## src/rtl/quant_seq_ctrl_pkg.sv

```systemverilog
// Shared types and constants for the block-quantization sequencer.
// scale = amax * 2^-SCALE_SHIFT, floored at the smallest normal FP32 value.
package quant_pkg;

  typedef enum logic [1:0] {IDLE, LOAD, SCALE, DRAIN} qs_state_t;

  localparam int unsigned FP32_EXP_BIAS = 127;
  localparam int unsigned SCALE_SHIFT   = 7;
  localparam logic [31:0] FP32_MIN_NORM = 32'h0080_0000;

  // amax_mag is |amax| (sign already dropped); exponents below 8 would underflow.
  function automatic logic [31:0] calc_scale(input logic [30:0] amax_mag);
    if (amax_mag[30:23] >= 8'(SCALE_SHIFT + 1))
      return {1'b0, amax_mag[30:23] - 8'(SCALE_SHIFT), amax_mag[22:0]};
    else
      return FP32_MIN_NORM;
  endfunction

endpackage

```

## src/rtl/quant_seq_ctrl_quantization.sv

```systemverilog
// FP32 -> INT8 quantization datapath: q = sat8(round_half_away(x / 2^(e_s - bias))).
// The step is the power of two given by the scale exponent; zero/denormal inputs give 0.
module quantization (
  input  logic [31:0] x_i,
  input  logic [7:0]  scale_exp_i,
  output logic [7:0]  q_o
);

  logic [23:0]       mant;
  logic [23:0]       shifted;
  logic [23:0]       rnd;
  logic signed [9:0] sh;
  logic [4:0]        rs;

  // Keep one fraction bit below the integer part so rounding is a +1 then >>1.
  always_comb begin
    mant    = {1'b1, x_i[22:0]};
    sh      = $signed({2'b00, x_i[30:23]}) - $signed({2'b00, scale_exp_i});
    rs      = 5'(10'sd22 - sh);
    shifted = mant >> rs;
    rnd     = (shifted + 24'd1) >> 1;
    q_o     = '0;
    if (x_i[30:23] == 8'h00) begin
      q_o = '0;
    end else if (sh > 10'sd7) begin
      q_o = x_i[31] ? 8'h80 : 8'h7F;
    end else if (sh >= -10'sd1) begin
      if (x_i[31])
        q_o = (rnd >= 24'd128) ? 8'h80 : (~rnd[7:0] + 8'd1);
      else
        q_o = (rnd >= 24'd128) ? 8'h7F : rnd[7:0];
    end
  end

endmodule

```

## src/rtl/quant_seq_ctrl.sv

```systemverilog
// Block-quantization sequencer: buffers an FP32 block, tracks amax, derives the
// scale, then streams INT8 results through one quantization instance.
module quant_seq_ctrl
  import quant_pkg::*;
#(
  parameter int unsigned DEPTH  = 16,
  parameter int unsigned ADDR_W = $clog2(DEPTH)
) (
  input  logic        clk,
  input  logic        rst_n,
  input  logic        in_valid,
  output logic        in_ready,
  input  logic [31:0] in_data,
  input  logic        in_last,
  output logic        out_valid,
  input  logic        out_ready,
  output logic [7:0]  out_data,
  output logic        out_last,
  output logic [31:0] scale_out,
  output logic        busy,
  output logic        sat_err
);

  qs_state_t         state_q, state_d;
  logic [31:0]       buf_q [DEPTH];
  logic [ADDR_W-1:0] wr_ptr_q, wr_ptr_d;
  logic [ADDR_W-1:0] rd_ptr_q, rd_ptr_d;
  logic [30:0]       amax_q, amax_d;
  logic [31:0]       scale_q, scale_d;
  logic              zero_blk_q, zero_blk_d;
  logic              sat_q, sat_d;
  logic              out_valid_q, out_valid_d;
  logic              out_last_q, out_last_d;
  logic [7:0]        out_data_q, out_data_d;

  logic              in_hs;
  logic              word_bad;
  logic [31:0]       wr_word;
  logic              wr_en;
  logic [ADDR_W-1:0] wr_idx;
  logic              load_en;
  logic              rd_last;
  logic [7:0]        q_res;

  assign in_ready = (state_q == IDLE) || (state_q == LOAD);
  assign in_hs    = in_valid && in_ready;
  assign word_bad = (in_data[30:23] == 8'hFF);
  assign wr_word  = word_bad ? '0 : in_data;
  // out_last_q marks that the final word is already in the output register.
  assign load_en  = (state_q == DRAIN) && (!out_valid_q || out_ready) && !out_last_q;
  // wr_ptr wraps to 0 after a full block, so wr_ptr-1 still names the last slot.
  assign rd_last  = (rd_ptr_q == ADDR_W'(wr_ptr_q - 1'b1));

  quantization u_quant (
    .x_i         (buf_q[rd_ptr_q]),
    .scale_exp_i (scale_q[30:23]),
    .q_o         (q_res)
  );

  always_comb begin
    state_d     = state_q;
    wr_ptr_d    = wr_ptr_q;
    rd_ptr_d    = rd_ptr_q;
    amax_d      = amax_q;
    scale_d     = scale_q;
    zero_blk_d  = zero_blk_q;
    sat_d       = sat_q;
    out_valid_d = out_valid_q;
    out_last_d  = out_last_q;
    out_data_d  = out_data_q;
    wr_en       = 1'b0;
    wr_idx      = wr_ptr_q;
    unique case (state_q)
      IDLE: begin
        if (in_hs) begin
          wr_en    = 1'b1;
          wr_idx   = '0;
          wr_ptr_d = ADDR_W'(1);
          sat_d    = word_bad;
          amax_d   = wr_word[30:0];
          state_d  = in_last ? SCALE : LOAD;
        end
      end
      LOAD: begin
        if (in_hs) begin
          wr_en    = 1'b1;
          wr_ptr_d = wr_ptr_q + 1'b1;
          if (word_bad) sat_d = 1'b1;
          if (wr_word[30:0] > amax_q) amax_d = wr_word[30:0];
          if (in_last || (wr_ptr_q == ADDR_W'(DEPTH - 1))) state_d = SCALE;
        end
      end
      SCALE: begin
        scale_d    = calc_scale(amax_q);
        zero_blk_d = (amax_q == '0);
        rd_ptr_d   = '0;
        state_d    = DRAIN;
      end
      DRAIN: begin
        if (load_en) begin
          out_valid_d = 1'b1;
          out_data_d  = zero_blk_q ? '0 : q_res;
          out_last_d  = rd_last;
          rd_ptr_d    = rd_ptr_q + 1'b1;
        end else if (out_valid_q && out_ready && out_last_q) begin
          out_valid_d = 1'b0;
          out_last_d  = 1'b0;
          wr_ptr_d    = '0;
          amax_d      = '0;
          state_d     = IDLE;
        end
      end
      default: state_d = IDLE;
    endcase
  end

  always_ff @(posedge clk or negedge rst_n) begin
    if (!rst_n) begin
      state_q     <= IDLE;
      wr_ptr_q    <= '0;
      rd_ptr_q    <= '0;
      amax_q      <= '0;
      scale_q     <= '0;
      zero_blk_q  <= 1'b0;
      sat_q       <= 1'b0;
      out_valid_q <= 1'b0;
      out_last_q  <= 1'b0;
      out_data_q  <= '0;
    end else begin
      state_q     <= state_d;
      wr_ptr_q    <= wr_ptr_d;
      rd_ptr_q    <= rd_ptr_d;
      amax_q      <= amax_d;
      scale_q     <= scale_d;
      zero_blk_q  <= zero_blk_d;
      sat_q       <= sat_d;
      out_valid_q <= out_valid_d;
      out_last_q  <= out_last_d;
      out_data_q  <= out_data_d;
    end
  end

  always_ff @(posedge clk) begin
    if (wr_en) buf_q[wr_idx] <= wr_word;
  end

  assign out_valid = out_valid_q;
  assign out_data  = out_data_q;
  assign out_last  = out_last_q;
  assign scale_out = scale_q;
  assign busy      = (state_q != IDLE);
  assign sat_err   = sat_q;

endmodule

```

## config.mk

```make
export PLATFORM = sky130hd
export DESIGN_NAME = quant_seq_ctrl
export DESIGN_NICKNAME = d
export VERILOG_FILES = /design/src/rtl/quant_seq_ctrl_pkg.sv /design/src/rtl/quant_seq_ctrl_quantization.sv /design/src/rtl/quant_seq_ctrl.sv
export SDC_FILE = /design/constraint.sdc
export NUM_CORES = 1
export LEC_CHECK = 0
export CORE_ASPECT_RATIO = 0.9
export CORE_MARGIN = 1.5
export CORE_UTILIZATION = 46
export DETAILED_ROUTE_END_ITERATION = 8
export GPL_TIMING_DRIVEN = 0
export MAX_ROUTING_LAYER = met4
export SETUP_SLACK_MARGIN = 0.3
export SLEW_MARGIN = 20
export SYNTH_ARGS = -nofsm -noshare
export SYNTH_HDL_FRONTEND = slang
export SYNTH_HIERARCHICAL = 1
export SYNTH_SLANG_ARGS = --single-unit
export TNS_END_PERCENT = 10
```

## constraint.sdc

```tcl
create_clock -name clk -period 8.05 [get_ports clk]
set_clock_uncertainty 0.15 [all_clocks]
set_input_delay 1.61 -clock clk [delete_from_list [all_inputs] [get_ports clk]]
set_output_delay 1.61 -clock clk [all_outputs]
set_load 0.01 [all_outputs]
```

# --- Yosys cells after proc, flatten, opt, wreduce, memory -nomap -nowiden ---
# Memories as Yosys holds them, arrays and structs flattened.
# Index checks and enable logic that the tools add are counted.
word_totals:
  regBits: 85
  ramBits: 512
  input_bits: 37
  output_inout_bits: 45
  elab_cells: 109
  mem_count: 1
mem_list:
  columns: ["name", "words", "width", "read_ports", "rd_ports_with_merged_regs", "write_ports", "line_no", "source"]
  rows:
  - ["buf_q", 16, 32, 1, 0, 1, "quant_seq_ctrl.sv:25", "logic [31:0] buf_q [DEPTH];"]
classes:
  addsub: 8
  n_lt_le_gt_ge: 5
  eq_ne: 14
  shifts: 1
  mux: 43
  bitwise: 1
  n_reduce_logical: 26
ops:
  columns: ["op", "count"]
  rows:
  - ["$mux 31", 6]
  - ["$pmux 31 s3", 1]
  - ["$mux 8", 8]
  - ["$mux 32", 1]
  - ["$gt 31x31->1", 1]
  - ["$logic_not 31->1", 1]
  - ["$mux 4", 7]
  - ["$add 24x1->24 const B", 1]
  - ["$shr 24x5->24", 1]
  - ["$ge 23x8->1 const B", 1]
  - ["$mux 2", 6]
  - ["$pmux 4 s3", 1]
  - ["$mux 1", 10]
  - ["$ne 2x2->1 const B", 5]
  - ["$reduce_and 5->1", 2]
  - ["$ge 9x1->1 const B", 1]
  - ["$gt 9x4->1 const B", 1]
  - ["$sub 8x8->9", 1]
  - ["$add 4x1->4 const B", 2]
  - ["$add 8x1->8 const B", 1]
  - ["$eq 8x8->1 const B", 1]
  - ["$ge 8x4->1 const B", 1]
  - ["$logic_not 8->1", 1]
  - ["$not 8->8", 1]
  - ["21 further kinds", 36]

# --- Longest topological paths before layout ---
# Gate-level depths: netlist of the first run.
# An unclocked memory read counts as a cell.
depth:
  word_depth: 13
  depth_mapped: 31
  depth_no_buf: 24

# --- By module ---
# The synthesis of the first run kept the hierarchy.
by_module_without_submodules:
  columns: ["module", "n_inst", "cells_per_inst", "area_per_inst_um2", "seq_area_each_um2"]
  rows:
  - ["quant_seq_ctrl", 1, 1249, 24096.9, 17476.8]
  - ["quantization", 1, 396, 3188.1, 0.0]

# --- Worst setup path after synthesis of the first run ---
# No wires, ideal clock.
synth_timing:
  path_type: "flip-flop to flip-flop"
  from: "register rd_ptr_q[0]"
  to: "register out_data_q[0] (netlist: out_data[0])"
  setup_time_ns: 0.066
  t_arrival_ns: 7.010
  setup_slack_ns: 0.824
  stages_incl_launch_ff: 31
  path_buffers: 8
  period_less_slack_ns: 7.226
  path_cell_list: "dfrtp_1 clkbuf_1 clkbuf_1 buf_2 mux4_2 mux4_2 inv_1 ha_1 fa_1 inv_1 ha_1 buf_4 buf_6 buf_6 o31ai_2 mux2i_2 nor3_1 or2_2 ha_1 nand2_1 o31a_1 buf_2 or3_1 or4_4 xnor2_2 o211ai_2 buf_6 nand2_1 o311ai_1 nand3_1 nand2_1"
synth_via:
  elab_chain_len: 13
  elab_cells_between_ends: 19
synth_rtl:
  columns: ["item", "line_no", "source"]
  rows:
  - ["start, declared", "quant_seq_ctrl.sv:27", "logic [ADDR_W-1:0] rd_ptr_q, rd_ptr_d;"]
  - ["start signal, assigned", "quant_seq_ctrl.sv:132", "rd_ptr_q <= rd_ptr_d;"]
  - ["$mem_v2 16x32 (*)", null, null]
  - ["branches (longest 10 deep; another with $add 24x1->24)", null, null]
  - ["$mux 8 (*)", "quant_seq_ctrl_quantization.sv:23", "if (x_i[30:23] == 8'h00) begin"]
  - ["net q_res[0]", "quant_seq_ctrl.sv:43", "logic [7:0] q_res;"]
  - ["$mux 8 (*)", "quant_seq_ctrl.sv:102", "out_data_d = zero_blk_q ? '0 : q_res;"]
  - ["end signal, assigned", "quant_seq_ctrl.sv:139", "out_data_q <= out_data_d;"]
  - ["end, declared", "quant_seq_ctrl.sv:34", "logic [7:0] out_data_q, out_data_d;"]
# Mark *: on every way through the listed nets, which the timed path passes.
# A chain may end at the register's enable or synchronous reset.

# --- Worst setup path after layout of the first run ---
# Ends and elaborated chain as after synthesis.

==> impl_metrics.tcl, run 1 <==
set metrics [dict create \
    htreeDepth 2 \
    synth-async-reset-ratio 0.141 \
    maxCapViolCount 0 \
    slew_headroom 0.171 \
    cts-root-to-sink-buffers 3 \
    min-delay-path-class "reg -> reg" \
    drv_slew 0 \
    ioPinCount 82 \
    clkTransAtPathRegs_ns 0.06 \
    ys_seq_area_frac 0.641 \
    r2r_cells 31 \
    final_common_cell "edfxtp_1" \
    die_area_um2 60800 \
    grt_pass1_wl_um 108000 \
    die_h_um 234 \
    ys_seq_elements 596 \
    critPathArrivalTime_ns 7.91 \
    drtAntennaViolNets 0 \
    dieWidth_um 260 \
    utilization 0.553 \
    drc 0 \
    max_freq_ghz 0.133 \
    yosys-top-cells-area "edfxtp_1 (56%), mux4_2 (15%), dfrtp_1 (7.7%), ha_1 (2.4%), mux2i_1 (1.9%)" \
    netlist_instances 1645 \
    dr.pass1.iters 5 \
    crit_required_ns 8.45 \
    hold_slack_ns 0.318 \
    io_buffers 80 \
    vias_per_cell 6.00 \
    synth_edf_count 512 \
    area_growth_pct 18.7 \
    track_usage 0.257 \
    critPathCaptureType "flop" \
    cts_buffers 59 \
    synth_area_leader_cell "edfxtp_1" \
    path_max_fanout 10 \
    synth_flop_cell "edfxtp_1" \
    avgSynthCellArea_um2 16.6 \
    drt_iter0_drc 1580 \
    grt_max_degree 55 \
    syn-num-nets 1736 \
    drive_above_1_share 0.257 \
    via_count 16100 \
    crit_path_start "rd_ptr_q[0]" \
    slowest_delay_ns 0.59 \
    cts_num_sinks 596 \
    r2r-end "out_data[0]" \
    grt.overflow.total 0 \
    setup-tns-final_ns 0 \
    finalCriticalPeriod_ns 7.50 \
    slowest_stage "mux4_2" \
    grt_pass1_vias 15900 \
    critPathLaunchType "flop" \
    r2r-start "rd_ptr_q[0]" \
    netlist_area_um2 27300 \
    final_cell_mix "edfxtp_1 (512), mux4_2 (178), nand2_1 (124)" \
    final_hold_viol_count 0 \
    rsz0062_at_grt "no" \
    clk_latency_ns 0.65 \
    num_antenna_cells 0 \
    tightest_slew_ns 1.23 \
    routed_wirelength_um 74300 \
    dp_hpwl_um 53300 \
    r2r_slack_ns 0.55 \
    grt_antenna_before_repair 1 \
    status "complete, no violations" \
    endpoint "out_data[0]" \
    cts_root_buf "clkbuf_16" \
    yosysTopAreaCellShare 0.563 \
    finalCritPeriodShare 0.932 \
    core_um2 58500 \
    crit_type "reg -> reg" \
    gp_congestion 0.919 \
    synth_cell_types 100 \
    std_cell_rows 84 \
    cts_tree "done" \
    initial_core_util 0.466 \
    final-setup-viol-count 0 \
    yosysWarnings 6 \
    wire_per_inst_um 27.7 \
    nNetsFinal 1953 \
]
-- through the flow --
stage / instance area [µm²] / cells / worst slack, ns
after floorplan: 27300 / 1645 / 0.824
after global placement: 29100 / 2499 / -1.25
after detailed placement: 30000 / 2545 / -1.22
after CTS: 32000 / 2660 / 0.302
after global routing: 32400 / 2686 / 0.281
final: 32400 / 2686 / 0.546
-- sequential cells by signal, summed over array words and instances (netlist names) --
name        count
scale_out      31
out_data        8
amax_q         31
wr_ptr_q        4
zero_blk_q      1
out_valid       1
buf_q         512
out_last        1
sat_err         1
rd_ptr_q        4
state_q         2
-- routing by layer --
layer,vias up,global-route usage,wire [µm]
met5,-,-,0
met4,0,0.0592,1450
met3,91,0.0426,5240
met2,570,0.394,35000
met1,8474,0.362,32600
li1,6993,-,-
-- worst min-delay path by stage --
stage / cells after the start / to / slack (ns) / from
6_report: 2 / out_data[0] / 0.32 / out_data[0]
5_1_grt: 2 / out_data[5] / 0.35 / out_data[5]
4_1_cts: 2 / out_data[0] / 0.32 / out_data[0]
3_5_place_dp: 2 / out_data[0] / 0.31 / out_data[0]
3_3_place_gp: 2 / out_data[5] / 0.30 / out_data[5]
2_1_floorplan: 1 / scale_out[23] / 0.33 / amax_q[23]
-- repair_timing --
| action | in CTS | in global routing |
|---|---|---|
| hold buffers | 0 | 0 |
| gates resized for setup | 57 | 25 |
| cloned | 1 | 0 |
| setup endpoints to repair | 8 | 8 |
| hold endpoints to repair | 0 | 0 |
| pin swaps | 4 | 6 |
| setup buffers | 3 | 26 |
-- critical path, delay by kind of cell, from the launching register on --
family,cells,cell delay (ns)
XOR/XNOR,2,0.49
AND/OR/NAND/NOR,7,1.44
multiplexers,3,1.27
adder cells (fa/ha/maj),3,0.69
AO/OA/AOI/OAI,5,1.21
flip-flops,1,0.39
buffers and inverters,11,1.73
-- synthesized netlist by cell type, types with 11 or more instances --
master,number
a21oi_1,28
nor2b_1,38
nor2_1,66
a21o_1,15
ha_1,53
mux4_2,178
xor2_1,12
xnor2_1,14
nand4_1,16
edfxtp_1,512
nand2_1,124
a211oi_1,14
o2bb2ai_1,25
nand3_1,31
dfrtp_1,84
clkbuf_1,48
nor3_1,26
buf_2,13
o21ai_0,30
inv_1,67
mux2i_1,53
o211a_1,11
-- layout make-up --
class                      instances  area, µm²
fill                            4552      26200
sequential                       596      17500
multi-input combinational        895       9400
timing repair buffer             156       1790
clock buffer                      71       1520
tap                              774        968
buffer                            85        624
clock inverter                    40        345
inverter                          69        263
-- logic make-up (layout without fill, tap and decap cells) --
family,Yosys count,count (layout),share of synthesized area
flops,596,596,0.641
simple gates,363,363,0.0663
xor+xnor,34,34,0.0145
mux,244,244,0.172
compound gates,199,199,0.0557
other cells,1,1,0.000137
fa+ha+maj,54,54,0.0250
buf+inv,154,421,0.0255
Power of run 1 is left out: the tool's default activity adds up to more than one toggle a clock period on the data nets, which glitch-free logic cannot reach.
==> run 2, diff against run 1 <==
==> constraint.sdc (replaced) <==
create_clock -name clk -period 9.5 [get_ports clk]
set_clock_uncertainty 0.15 [all_clocks]
set_input_delay 1.9 -clock clk [delete_from_list [all_inputs] [get_ports clk]]
set_output_delay 1.9 -clock clk [all_outputs]
set_load 0.01 [all_outputs]
==> impl_metrics.tcl, run 2 (same netlist as run 1, synthesis figures left out) <==
set metrics [dict create \
    status "complete, no violations" \
    slowest_stage "mux4_2" \
    num_antenna_cells 0 \
    gp_congestion 0.919 \
    endpoint "out_data[0]" \
    dr.pass1.iters 5 \
    cts_num_sinks 596 \
    final-setup-viol-count 0 \
    critPathCaptureType "flop" \
    clkTransAtPathRegs_ns 0.06 \
    path_max_fanout 10 \
    r2r_slack_ns 0.69 \
    routed_wirelength_um 73800 \
    die_h_um 234 \
    drv_slew 0 \
    drtAntennaViolNets 0 \
    setup-tns-final_ns 0 \
    dieWidth_um 260 \
    rsz0062_at_grt "no" \
    finalCriticalPeriod_ns 8.81 \
    nNetsFinal 1923 \
    grt_pass1_vias 15800 \
    min-delay-path-class "reg -> reg" \
    cts_tree "done" \
    cts_buffers 59 \
    htreeDepth 2 \
    grt_antenna_before_repair 1 \
    drt_iter0_drc 1744 \
    ioPinCount 82 \
    initial_core_util 0.466 \
    grt_max_degree 55 \
    crit_path_start "rd_ptr_q[1]" \
    slew_headroom 0.206 \
    io_buffers 80 \
    finalCritPeriodShare 0.928 \
    slowest_delay_ns 0.58 \
    critPathArrivalTime_ns 9.21 \
    nFillCells 4565 \
    cts-root-to-sink-buffers 3 \
    crit_required_ns 9.90 \
    final_hold_viol_count 0 \
    r2r_cells 31 \
    core_um2 58500 \
    crit_type "reg -> reg" \
    cts_root_buf "clkbuf_16" \
    final_cell_mix "edfxtp_1 (512), mux4_2 (178), nand2_1 (124)" \
    cts_hold_buf 0 \
    area_growth_pct 16.9 \
    die_area_um2 60800 \
    grt.overflow.total 0 \
    dp_hpwl_um 53300 \
    largest_reg_flops 512 \
    top_register "buf_q" \
    final_common_cell "edfxtp_1" \
    vias_per_cell 6.00 \
    clk_latency_ns 0.65 \
    grt_pass1_wl_um 108000 \
    max_freq_ghz 0.113 \
    track_usage 0.256 \
    tightest_slew_ns 1.19 \
    drc 0 \
    std_cell_rows 84 \
    maxCapViolCount 0 \
    via_count 15900 \
    critPathLaunchType "flop" \
    r2r-end "out_data[0]" \
    r2r-start "rd_ptr_q[1]" \
    drive_above_1_share 0.232 \
    wire_per_inst_um 27.8 \
]
## run 2: cell count changes in the layout (fill, tap and decap cells not counted), sizes merged
cell      change
buf          -33
clkbuf        +3
clkinvlp      -1
inv           +1
## run 2: per-layer routing
layer | global-route usage | vias to the layer above | part of all wire
met5 | - | - | 0
met4 | 0.0570 | 0 | 0.019
met3 | 0.0437 | 89 | 0.072
met2 | 0.393 | 575 | 0.47
met1 | 0.361 | 8357 | 0.44
li1 | - | 6921 | -
## run 2: final cells by class
cell class / count / area [µm²] / area share
Inverter: 69 / 259 / 0.00812
Buffer: 85 / 463 / 0.0145
Tap cell: 774 / 968 / 0.0304
Sequential cell: 596 / 17500 / 0.548
Clock inverter: 40 / 345 / 0.0108
Clock buffer: 71 / 1520 / 0.0477
Timing Repair Buffer: 126 / 1560 / 0.0490
Multi-Input combinational cell: 895 / 9290 / 0.291
## run 2: through the flow
stage / instance area [µm²] / std cells / util / hold WS [ns] / setup slack, ns
2_1_floorplan: 27300 / 1645 / - / 0.334 / 2.27
3_3_place_gp: 29100 / 2499 / 0.496 / 0.303 / 0.202
3_5_place_dp: 30000 / 2545 / 0.512 / 0.311 / 0.229
4_1_cts: 31800 / 2656 / 0.544 / 0.325 / 0.369
5_1_grt: 31900 / 2656 / 0.545 / 0.346 / 0.313
6_report: 31900 / 2656 / 0.545 / 0.318 / 0.688
## run 2: repair_timing
item                                    CTS  global route
endpoints found under the setup margin    5             8
resized for setup                         5             6
hold endpoints to repair                  0             0
setup buffers                             0             0
## run 2: worst min-delay path by stage
stage | startpoint | slack, ns | endpoint | cells past startpoint
after detailed placement | out_data[0] | 0.31 | out_data[0] | 2
after global placement | out_data[5] | 0.30 | out_data[5] | 2
after CTS | out_data[0] | 0.32 | out_data[0] | 2
after global routing | out_data[5] | 0.35 | out_data[5] | 2
after floorplan | amax_q[23] | 0.33 | scale_out[23] | 1
final | out_data[0] | 0.32 | out_data[0] | 2
## run 2: worst max-delay path, delay by kind of cell (launching register included)
kind            cells  cell delay [ns]
fa+ha+maj           3             0.84
compound gates      5             1.38
mux                 3             1.14
buf+inv            11             2.80
simple gates        7             1.45
flops               1             0.37
xor+xnor            2             0.56
Power of run 2 is left out for the same reason.
==> run 3, diff against run 2 <==
--- a/config.mk
+++ b/config.mk
@@ -5,12 +5,15 @@
 export SDC_FILE = /design/constraint.sdc
 export NUM_CORES = 1
 export LEC_CHECK = 0
+export CELL_PAD_IN_SITES_DETAIL_PLACEMENT = 1
+export CELL_PAD_IN_SITES_GLOBAL_PLACEMENT = 2
 export CORE_ASPECT_RATIO = 0.9
 export CORE_MARGIN = 1.5
 export CORE_UTILIZATION = 46
 export DETAILED_ROUTE_END_ITERATION = 8
 export GPL_TIMING_DRIVEN = 0
 export MAX_ROUTING_LAYER = met4
+export PLACE_DENSITY_LB_ADDON = 0.1
 export SETUP_SLACK_MARGIN = 0.3
 export SLEW_MARGIN = 20
 export SYNTH_ARGS = -nofsm -noshare
==> impl_metrics.tcl, run 3 (same netlist as run 1, synthesis figures left out) <==
set metrics [dict create \
    track_usage 0.273 \
    critPathArrivalTime_ns 9.21 \
    tightest_slew_ns 1.12 \
    dr.pass1.iters 5 \
    via_count 16200 \
    slew_headroom 0.244 \
    routed_wirelength_um 78600 \
    min_from "out_data[4]" \
    critPathLaunchType "flop" \
    cts_num_sinks 596 \
    r2r-end "out_data[0]" \
    finalCriticalPeriod_ns 8.80 \
    drive_above_1_share 0.235 \
    wire_per_inst_um 29.6 \
    ioPinCount 82 \
    cts_buffers 61 \
    final-setup-viol-count 0 \
    num_antenna_cells 0 \
    cts_root_buf "clkbuf_16" \
    crit_required_ns 9.91 \
    largest_reg_flops 512 \
    htreeDepth 2 \
    setup_ws_ns 0.701 \
    grt_pass1_wl_um 115000 \
    crit_type "reg -> reg" \
    slowest_stage "clkbuf_1" \
    rsz0062_at_grt "no" \
    cts_tree "done" \
    worstHoldPathCells 2 \
    cts_hold_buf 0 \
    final_cell_mix "edfxtp_1 (512), mux4_2 (178), nand2_1 (124)" \
    dieWidth_um 260 \
    nNetsFinal 1928 \
    core_um2 58500 \
    min-delay-path-class "reg -> reg" \
    top_register "buf_q" \
    clkTransAtPathRegs_ns 0.06 \
    finalCritPeriodShare 0.926 \
    final_common_cell "edfxtp_1" \
    post-place-ws_ns 0.297 \
    dp_hpwl_um 56000 \
    drc 0 \
    critPathCaptureType "flop" \
    grt_pass1_vias 16700 \
    maxCapViolCount 0 \
    r2r_slack_ns 0.70 \
    grt.overflow.total 0 \
    drtAntennaViolNets 0 \
    clk_latency_ns 0.67 \
    r2r_cells 30 \
    die_h_um 234 \
    io_buffers 80 \
    initial_core_util 0.466 \
    path_max_fanout 10 \
    cp_common_cell "nand2_1" \
    setup-tns-final_ns 0 \
    slowest_delay_ns 0.67 \
    r2r-start "rd_ptr_q[1]" \
    std_cell_rows 84 \
    max_freq_ghz 0.114 \
    area_growth_pct 17.2 \
    nFillCells 5368 \
    final_hold_viol_count 0 \
    grt_antenna_before_repair 0 \
    drt_iter0_drc 1726 \
    gp_congestion 0.862 \
    grt_max_degree 56 \
    status "complete, no violations" \
    vias_per_cell 6.10 \
    drv_slew 0 \
    post_cts_buffers 0 \
    cts_resized 5 \
    die_area_um2 60800 \
    min_to "out_data[4]" \
    cts-root-to-sink-buffers 3 \
]
[run 3: cell types whose count changed in the layout (fill, tap and decap cells not counted), moves of 3 or more]
cell / previous run / this run
buf_12: 7 / 14
clkinv_1: 23 / 16
buf_16: 16 / 12
buf_6: 8 / 12
clkbuf_1: 53 / 57
buf_2: 14 / 11
[run 3: final cells by class]
type | count | area, µm² | area share
Clock inverter | 31 | 305 | 0.00955
Inverter | 69 | 259 | 0.00810
Sequential cell | 596 | 17500 | 0.546
Timing Repair Buffer | 129 | 1610 | 0.0503
Clock buffer | 79 | 1610 | 0.0505
Multi-Input combinational cell | 895 | 9290 | 0.290
Buffer | 85 | 465 | 0.0146
Tap cell | 774 | 968 | 0.0303
[run 3: metal layers]
| metal | GRT usage | vias to the layer above | part of all wire | routed length, µm |
|---|---|---|---|---|
| li1 | - | 6934 | - | - |
| met1 | 0.389 | 8663 | 0.45 | 35300 |
| met2 | 0.427 | 507 | 0.48 | 37700 |
| met3 | 0.0312 | 102 | 0.053 | 4130 |
| met4 | 0.0592 | 0 | 0.018 | 1420 |
| met5 | - | - | 0 | 0 |
[run 3: stage by stage]
| step | instance area (µm²) | cells | hold slack, ns | util |
|---|---|---|---|---|
| floorplan | 27300 | 1645 | 0.334 | - |
| global placement | 29100 | 2499 | 0.300 | 0.496 |
| detailed placement | 30000 | 2548 | 0.309 | 0.513 |
| CTS | 31900 | 2658 | 0.322 | 0.546 |
| global route | 32000 | 2658 | 0.350 | 0.546 |
| finish | 32000 | 2658 | 0.316 | 0.546 |
[run 3: worst max path at each step]
stage	start	to	cells after the start
finish	rd_ptr_q[1]	out_data[0]	30
global route	rd_ptr_q[1]	out_data[0]	31
CTS	rd_ptr_q[1]	out_data[0]	31
detailed placement	rd_ptr_q[0]	out_data[0]	31
global placement	rd_ptr_q[0]	out_data[0]	31
floorplan	rd_ptr_q[0]	out_data[0]	30
[run 3: worst max-delay path: cells and delay by family (launching register included)]
kind	cells	cell delay, ns
and+or+nand+nor	9	1.92
AOI/OAI and AO/OA	4	1.42
DFF	1	0.35
buffers and inverters	10	2.60
muxes	4	1.36
adders and majority gates	3	0.89
Power of run 3 is left out for the same reason.
